File: config.mk
export PLATFORM = sky130hd
export DESIGN_NAME = uart_tx_arbiter
export DESIGN_NICKNAME = d
export VERILOG_FILES = /design/src/rtl/uart_pkg.sv /design/src/rtl/uart_rr_pick.sv /design/src/rtl/uart_tx_arbiter.sv
export SDC_FILE = /design/constraint.sdc
export NUM_CORES = 1
export LEC_CHECK = 0
export CELL_PAD_IN_SITES_DETAIL_PLACEMENT = 1
export CELL_PAD_IN_SITES_GLOBAL_PLACEMENT = 2
export CORE_AREA = 8 8 96 98
export DETAILED_ROUTE_END_ITERATION = 8
export DIE_AREA = 0 0 104 106
export GPL_TIMING_DRIVEN = 0
export HOLD_SLACK_MARGIN = 0.05
export PLACE_DENSITY_LB_ADDON = 0.1
export SLEW_MARGIN = 40
export SYNTH_ARGS = -nofsm -noshare
export SYNTH_HDL_FRONTEND = slang
export SYNTH_SLANG_ARGS = --single-unit
File: constraint.sdc
create_clock -name clk -period 2.6 [get_ports clk]
set_input_delay 0.65 -clock clk [delete_from_list [all_inputs] [get_ports clk]]
set_output_delay 0.65 -clock clk [all_outputs]
set_load 0.03 [all_outputs]
File: src/rtl/uart_pkg.sv
// Shared definitions for the UART transmit arbiter slice: FSM encodings
// and default sizing parameters.
package uart_pkg;

   localparam logic [1:0] ST_IDLE      = 2'd0;
   localparam logic [1:0] ST_SEND      = 2'd1;
   localparam logic [1:0] ST_WAIT_DONE = 2'd2;

   localparam int unsigned DEF_N_REQ     = 4;
   localparam int unsigned DEF_MAX_BURST = 16;
   localparam int unsigned DEF_TIMEOUT   = 4096;

endpackage

File: src/rtl/uart_rr_pick.sv
// Combinational round-robin picker: the first requester found searching
// upward from last_owner+1 with wrap-around wins.
import uart_pkg::*;

module uart_rr_pick #(
   parameter int unsigned N_REQ = DEF_N_REQ,
   parameter int unsigned IW    = (N_REQ > 1) ? $clog2(N_REQ) : 1
) (
   input  logic [N_REQ-1:0] req,
   input  logic [IW-1:0]    last_owner,
   output logic [N_REQ-1:0] grant,
   output logic [IW-1:0]    owner,
   output logic             any
);

   logic [2*N_REQ-1:0] dbl;
   logic [N_REQ-1:0]   rot;

   // Rotate requests so bit k is client (last_owner+1+k) mod N_REQ, then take the lowest set bit
   always_comb begin
      dbl   = {req, req} >> (32'(last_owner) + 32'd1);
      rot   = dbl[N_REQ-1:0];
      any   = 1'b0;
      owner = '0;
      grant = '0;
      for (int unsigned k = 0; k < N_REQ; k++) begin
         if (!any && rot[k]) begin
            any   = 1'b1;
            owner = IW'((32'(last_owner) + 32'd1 + k) % N_REQ);
         end
      end
      if (any) begin
         grant = {{(N_REQ-1){1'b0}}, 1'b1} << owner;
      end
   end

endmodule

File: src/rtl/uart_tx_arbiter.sv
// Round-robin arbiter sharing one UART byte transmitter between N_REQ
// clients, with bounded bursts and a tx_done watchdog.
import uart_pkg::*;

module uart_tx_arbiter #(
   parameter int unsigned N_REQ     = DEF_N_REQ,
   parameter int unsigned MAX_BURST = DEF_MAX_BURST,
   parameter int unsigned TIMEOUT   = DEF_TIMEOUT
) (
   input  logic               clk,
   input  logic               rst,
   input  logic [N_REQ-1:0]   req,
   input  logic [8*N_REQ-1:0] data,
   input  logic [N_REQ-1:0]   last,
   output logic [N_REQ-1:0]   ack,
   output logic [N_REQ-1:0]   grant,
   input  logic               tx_ready,
   output logic               tx_start,
   output logic [7:0]         tx_data,
   input  logic               tx_done,
   output logic               busy,
   output logic               timeout_err
);

   localparam int unsigned IW = (N_REQ > 1) ? $clog2(N_REQ) : 1;
   localparam int unsigned TW = $clog2(TIMEOUT);

   logic [1:0]       state;
   logic [IW-1:0]    owner;
   logic [IW-1:0]    last_owner;
   logic [7:0]       burst_cnt;
   logic [TW-1:0]    tmo_cnt;
   logic             last_flag;

   logic [N_REQ-1:0] pick_grant;
   logic [IW-1:0]    pick_owner;
   logic             pick_any;

   logic             own_req;
   logic             own_last;
   logic [7:0]       own_lane;
   logic             send_fire;

   uart_rr_pick #(
      .N_REQ (N_REQ),
      .IW    (IW)
   ) u_pick (
      .req        (req),
      .last_owner (last_owner),
      .grant      (pick_grant),
      .owner      (pick_owner),
      .any        (pick_any)
   );

   // Owner-lane view and transmitter handshake; a dropped request suppresses the strobe
   always_comb begin
      own_req   = req[owner];
      own_last  = last[owner];
      own_lane  = 8'(data >> (32'(owner) * 32'd8));
      send_fire = (state == ST_SEND) && tx_ready && own_req;
      tx_start  = send_fire;
      ack       = send_fire ? grant : '0;
      tx_data   = (state == ST_SEND) ? own_lane : '0;
      busy      = (state != ST_IDLE);
   end

   // Arbitration FSM: grant, send a byte, wait for the frame to finish or time out
   always_ff @(posedge clk or negedge rst) begin
      if (!rst) begin
         state       <= ST_IDLE;
         grant       <= '0;
         owner       <= '0;
         last_owner  <= IW'(N_REQ - 1);
         burst_cnt   <= '0;
         tmo_cnt     <= '0;
         last_flag   <= 1'b0;
         timeout_err <= 1'b0;
      end else begin
         case (state)
            ST_IDLE: begin
               if (pick_any) begin
                  grant     <= pick_grant;
                  owner     <= pick_owner;
                  burst_cnt <= '0;
                  state     <= ST_SEND;
               end
            end
            ST_SEND: begin
               if (!own_req) begin
                  grant      <= '0;
                  last_owner <= owner;
                  state      <= ST_IDLE;
               end else if (tx_ready) begin
                  last_flag <= own_last;
                  burst_cnt <= burst_cnt + 8'd1;
                  tmo_cnt   <= '0;
                  state     <= ST_WAIT_DONE;
               end
            end
            ST_WAIT_DONE: begin
               if (tx_done) begin
                  if (last_flag || (burst_cnt == 8'(MAX_BURST)) || !own_req) begin
                     grant      <= '0;
                     last_owner <= owner;
                     state      <= ST_IDLE;
                  end else begin
                     state <= ST_SEND;
                  end
               end else if (tmo_cnt == TW'(TIMEOUT - 2)) begin
                  // Abort on the cycle the counter reaches TIMEOUT-1; it holds there
                  tmo_cnt     <= TW'(TIMEOUT - 1);
                  timeout_err <= 1'b1;
                  grant       <= '0;
                  last_owner  <= owner;
                  state       <= ST_IDLE;
               end else begin
                  tmo_cnt <= tmo_cnt + 1'b1;
               end
            end
            default: begin
               state <= ST_IDLE;
               grant <= '0;
            end
         endcase
      end
   end

endmodule

**Word-level counts from Yosys, hierarchy flattened**

Cells that the tools add are included.

- $add $sub $neg: 6
- Magnitude comparators: 1
- Equal/unequal tests: 12
- Shift operators: 3
- Mux-type cells: 41
- Bitwise logic cells: 1
- Reduce and logical (&&, ||, !) cells: 23

Operators with widths:

| operator | number |
|---|---|
| 12-bit 2-to-1 mux | 4 |
| 8-bit 2-to-1 mux | 4 |
| 32-bit by 5-bit >> shifter with 8-bit output | 1 |
| 2-bit 2-to-1 mux | 13 |
| 4-bit 2-to-1 mux | 6 |
| 12-bit case mux with 2 select lines | 1 |
| 8-bit case mux with 2 select lines | 1 |
| 4-bit AND reduction | 4 |
| 12-bit by 1-bit adder with 12-bit output, second input constant | 1 |
| 12-bit == test, second input constant | 1 |
| 4-bit case mux with 3 select lines | 1 |
| 2-bit inequality test, second input constant | 5 |
| 3-bit inequality test, second input constant | 3 |
| 3-bit AND reduction | 3 |
| 8-bit by 1-bit adder with 8-bit output, second input constant | 1 |
| 8-bit by 5-bit == test with 1-bit output, second input constant | 1 |
| 8-bit by 3-bit >> shifter with 4-bit output | 1 |
| 1-bit 2-to-1 mux | 7 |
| 2-bit case mux with 3 select lines | 1 |
| 2-bit nonzero test | 3 |
| 1-bit logical AND | 5 |
| 2-bit adder, second input constant | 2 |
| 1-bit binary-select mux with 2-bit select | 2 |
| 1-bit zero test | 4 |
| 11 further kinds | 12 |

- Bits in registers: 32
- Bits of input ports: 44
- Output and inout port bits: 19
- Logic and storage cells: 95

**Depth between registers and ports, before layout**

- Word-level depth: 15
- Mapped depth: 8
- Mapped depth without buffers: 7

**By module**

A second synthesis with hierarchy kept.

- Cell total of the unflattened synthesis: 235
- Area, all modules: 2195.9 µm²

By module, submodules not included:

| module | times used | cells an instance | area an instance (µm²) | seq. area each (µm²) |
|---|---|---|---|---|
| uart_tx_arbiter | 1 | 206 | 2004.4 | 803.3 |
| uart_rr_pick | 1 | 29 | 191.4 | 0.0 |

**Least setup slack after synthesis**

No wires, ideal clock.

- Path kind: input -> output
- Start point: input req[2]
- End point: output ack[0]
- Arrival time: 1.849 ns
- Required time: 1.950 ns
- Path slack: 0.101 ns
- Cell stages on the path: 4
- Buffers on the path: 0
- Path through: mux4_2 -> nand2_1 -> nor2_2 -> and2_1

- Longest elaborated chain between the ends: 4

Ends and longest elaborated chain:

| what | RTL line | text |
|---|---|---|
| from (decl) | uart_tx_arbiter.sv:12 | `input logic [N_REQ-1:0] req,` |
| 1-bit binary-select mux with 2-bit select | uart_tx_arbiter.sv:57 | `own_req = req[owner];` |
| 1-bit 2-to-1 mux (not written as such) | uart_tx_arbiter.sv:57 |  |
| 1-bit logical AND | uart_tx_arbiter.sv:60 | `send_fire = (state == ST_SEND) && tx_ready && own_req;` |
| net tx_start | uart_tx_arbiter.sv:18 | `output logic tx_start,` |
| 4-bit 2-to-1 mux | uart_tx_arbiter.sv:62 | `ack = send_fire ? grant : '0;` |
| to (decl) | uart_tx_arbiter.sv:15 | `output logic [N_REQ-1:0] ack,` |

The timed path passes the listed nets, and every way through them passes these cells. The select of a mux whose other input is x is not followed.

**Worst setup path in the final report**

- Start point: input data[25]
- End point: output tx_data[1]

- Longest elaborated chain between the ends: 2

Ends and longest elaborated chain:

| what | RTL line | text |
|---|---|---|
| from (decl) | uart_tx_arbiter.sv:13 | `input logic [8*N_REQ-1:0] data,` |
| 32-bit by 5-bit >> shifter with 8-bit output | uart_tx_arbiter.sv:59 | `own_lane = 8'(data >> (32'(owner) * 32'd8));` |
| 8-bit 2-to-1 mux | uart_tx_arbiter.sv:63 | `tx_data = (state == ST_SEND) ? own_lane : '0;` |
| to (decl) | uart_tx_arbiter.sv:19 | `output logic [7:0] tx_data,` |

No other way between the ends.

==> results.md <==
* Synth Warn # at 0
* Top area cells in the synthesized netlist: dfrtp_1 (36%), mux4_2 (11%), and2_1 (4.1%), o21ai_1 (4.0%), nand2_1 (3.7%)
* Max-Cap Viols at 0
* P per Cell Area at 902 mW/mm²
* Synth Flop Type: dfrtp_1
* Fin. max-slew vios at 0
* Clk slew on worst S/H paths at 80 ps
* Number of flops mapped to enable cells by yosys at 0
* CTS tree: yes
* CTS root buf: clkbuf_8
* Complex-gate fraction of the synthesized area at 0.192
* Synthesized net count at 270
* Clock skew at 14.1 ps
* Drt wl/cell at 16.4 µm
* Post-synthesis xor/xnor area fraction at 0.0166
* Period minus WS final at 2580 ps
* Levels on crit path at 4
* I/O pin cnt at 63
* Largest net degree at the start of global routing at 18
* Final non-filler cell total at 402
* # rows at 33
* Worst hold margin at 300 ps
* Yosys top cell by area: dfrtp_1
* Switch share at 0.428
* Vias in the first global route at about 2.1k
* Slowest stage delay, CP at 450 ps
* WP data arrival at 1930 ps
* Fin nets at 344
* Via count at 1990
* Post-route ant nets at 0
* DIE WIDTH at 104 µm
* Status: finished, final reports clean
* Syn avg cell area at 9.52 µm²
* Max Freq at 387 MHz
* Initial antenna violation count at 0
* Die height at ~110 µm
* Fin crit share at 0.994
* Core footprint at 0.00785 mm²
* Synth-to-layout area growth at 41.4%
* WP buf/inv at 2
* DRC violation count after routing at 0
* Mapped Area at 0.00211 mm²
* Hpwl dp at 5.28 mm
* Combinational share of power at 0.539
* I/O Buffers at 62
* Avg Vias per Cell at 4.95
* Largest family of logic cells by synthesized area: simple AND/OR/NAND/NOR gates
* Overall routing resource usage at 0.121
* Leakage power total at 1.25 nW
* Data required, critical path at 1950 ps
* Cell Chain, Critical Path: clkdlybuf4s50_1 > mux4_2 > and2_1 > clkdlybuf4s15_2
* Drt first-iter violations at 23
* Worst-Margin Slew at 770 ps
* Hold Path Class: in -> async
* Crit path capture type: primary output
* Seq/Total Area, Yosys at 0.380
* Register-to-Register Path Depth at 7
* Slew HR at 0.483
* Async set or reset register ratio after synthesis at 1.00
* Unrepaired setup endpoints after global routing: yes
* Final setup vio count at 0
* CTS Sinks at 32
* Grt ovf at 0
* H-tree Lvls at 2
* WL final at roughly 6.6 mm
* Commonest non-fill, non-tap cells in the layout: clkdlybuf4s50_1 (44), dfrtp_1 (30), nand2_1 (20)
* Crit Path Max Fanout at 1
* CP startpoint kind: input port
* CTS buffer count at 5
* Initial Util at 0.270
* Synthesized flop and latch total at 32
* FILL cells at 905
* Commonest non-fill, non-tap cell in the layout: clkdlybuf4s50_1
* Sw Pwr at 1.16 mW
* Maximum clock path buffer count at 2
* Sequential Power Share at 0.279
* Clock network power share at 0.182
* Crit path kind: in -> out
* Die area at 0.0110 mm²
* Dpl cells at 390
* Post-synthesis simple-gate area fraction at 0.216
* Post-Synthesis Cells at roughly 220
* Placed Instance Area at 0.00289 mm²
* Post-Synth Adder-Cell Area at 0.0237
* Clock latency on the worst-skew pair at 290 ps
* Peak VDD IR at 310 µV
* Slowest cell on the critical path: mux4_2
* Share of cells above drive strength 1 at 0.202
* Antenna cells at 0
* First drt pass iteration count at 4
* Post-synthesis mux area share at 0.136
* Final Instance Area at 0.00299 mm²
* Delay-heaviest family, CP: buffers and inverters
* First-pass GRT wire length at about 11 mm
* Final Hold Fails at 0
* Cell variety after synth at just over 50
* Internal power consumption at 1.54 mW
* Yosys top cell area share at 0.355
* Placer Congestion at 0.726
* Cts hold-fix bufs at 0
==> per-layer routing <==
| metal | up-vias | global-route usage | part of all wire |
|---|---|---|---|
| met2 | 66 | 0.181 | 0.43 |
| met5 | - | 0 | 0 |
| met1 | 957 | 0.151 | 0.46 |
| met3 | 5 | 0.0563 | 0.094 |
| met4 | 0 | 0.0372 | 0.012 |
| li1 | 962 | - | - |
==> sequential cells by signal, indices dropped and copies added (netlist names) <==
| register | cells |
|---|---|
| tmo_cnt | 12 |
| state | 2 |
| last_flag | 1 |
| grant | 4 |
| owner | 2 |
| burst_cnt | 8 |
| timeout_err | 1 |
| last_owner | 2 |
==> synthesized netlist by cell type (all sizes together) (2+ instances only) <==
library cell  instances
a21o                  3
a21oi                12
a22o                  5
a31oi                 3
a41oi                 2
and2                 14
and3                  2
buf                   3
clkbuf                4
dfrtp                30
dfstp                 2
ha                    4
inv                  11
mux2                  3
mux2i                 2
mux4                 10
nand2                23
nand2b                5
nand3                 5
nor2                 16
nor2b                 5
nor3                  3
nor3b                 3
nor4                  2
o21ai                28
o31ai                 2
or2                   2
xor2                  4
==> final cells by class <==
class / instances / area [µm²] / area share
multi-input combinational: 173 / 1260 / 0.420
sequential: 32 / 803 / 0.269
timing repair buffer: 67 / 612 / 0.205
tap: 105 / 131 / 0.0439
clock buffer: 6 / 72.6 / 0.0243
inverter: 11 / 41.3 / 0.0138
buffer: 6 / 38.8 / 0.0130
clock inverter: 2 / 35.0 / 0.0117
==> through the flow <==
stage	utilization	setup TNS [ps]	total power, mW	worst slack (ps)
2_1_floorplan	-	0	1.70	101
3_3_place_gp	0.365	-8160	2.25	-1020
3_5_place_dp	0.368	-8330	2.25	-1040
4_1_cts	0.381	0	2.74	0.215
5_1_grt	0.381	-60.0	2.91	-60.0
6_report	0.381	0	2.70	16.3
==> cells by family (layout without fill, tap and decap cells) <==
| logic type | Yosys count | in the layout |
|---|---|---|
| and+or+nand+nor | 85 | 86 |
| AOI/OAI and AO/OA | 64 | 64 |
| DFF | 32 | 32 |
| buffers and inverters | 18 | 92 |
| muxes | 15 | 15 |
| adders and majority gates | 4 | 4 |
| xor gates and xnor gates | 4 | 4 |
==> final timing paths <==
path                         startpoint       endpoint  slack, ps
min reg2reg                 timeout_err    timeout_err        480
min in group clk            timeout_err    timeout_err        480
max                            data[25]     tx_data[1]         20
min                                 rst       grant[3]        300
max in group asynchronous           rst    tmo_cnt[10]       1840
max reg2reg                burst_cnt[0]  last_owner[1]        520
==> timing repair <==
item                       4_1_cts  5_1_grt
buffers inserted                 1        3
setup endpoints to repair       13       10
gates resized for setup         72       13
pin swaps                        1        2
gates cloned                     0        1
==> power by group through the flow <==
stage          registers (mW)  logic [mW]  clock network [mW]
2_1_floorplan           0.768       0.928                   0
4_1_cts                 0.739        1.49               0.503
3_5_place_dp            0.747        1.51                   0
6_report                0.753        1.45               0.490
3_3_place_gp            0.747        1.50                   0
5_1_grt                 0.778        1.61               0.521
Note: power is estimated with default switching activity, not from simulation.
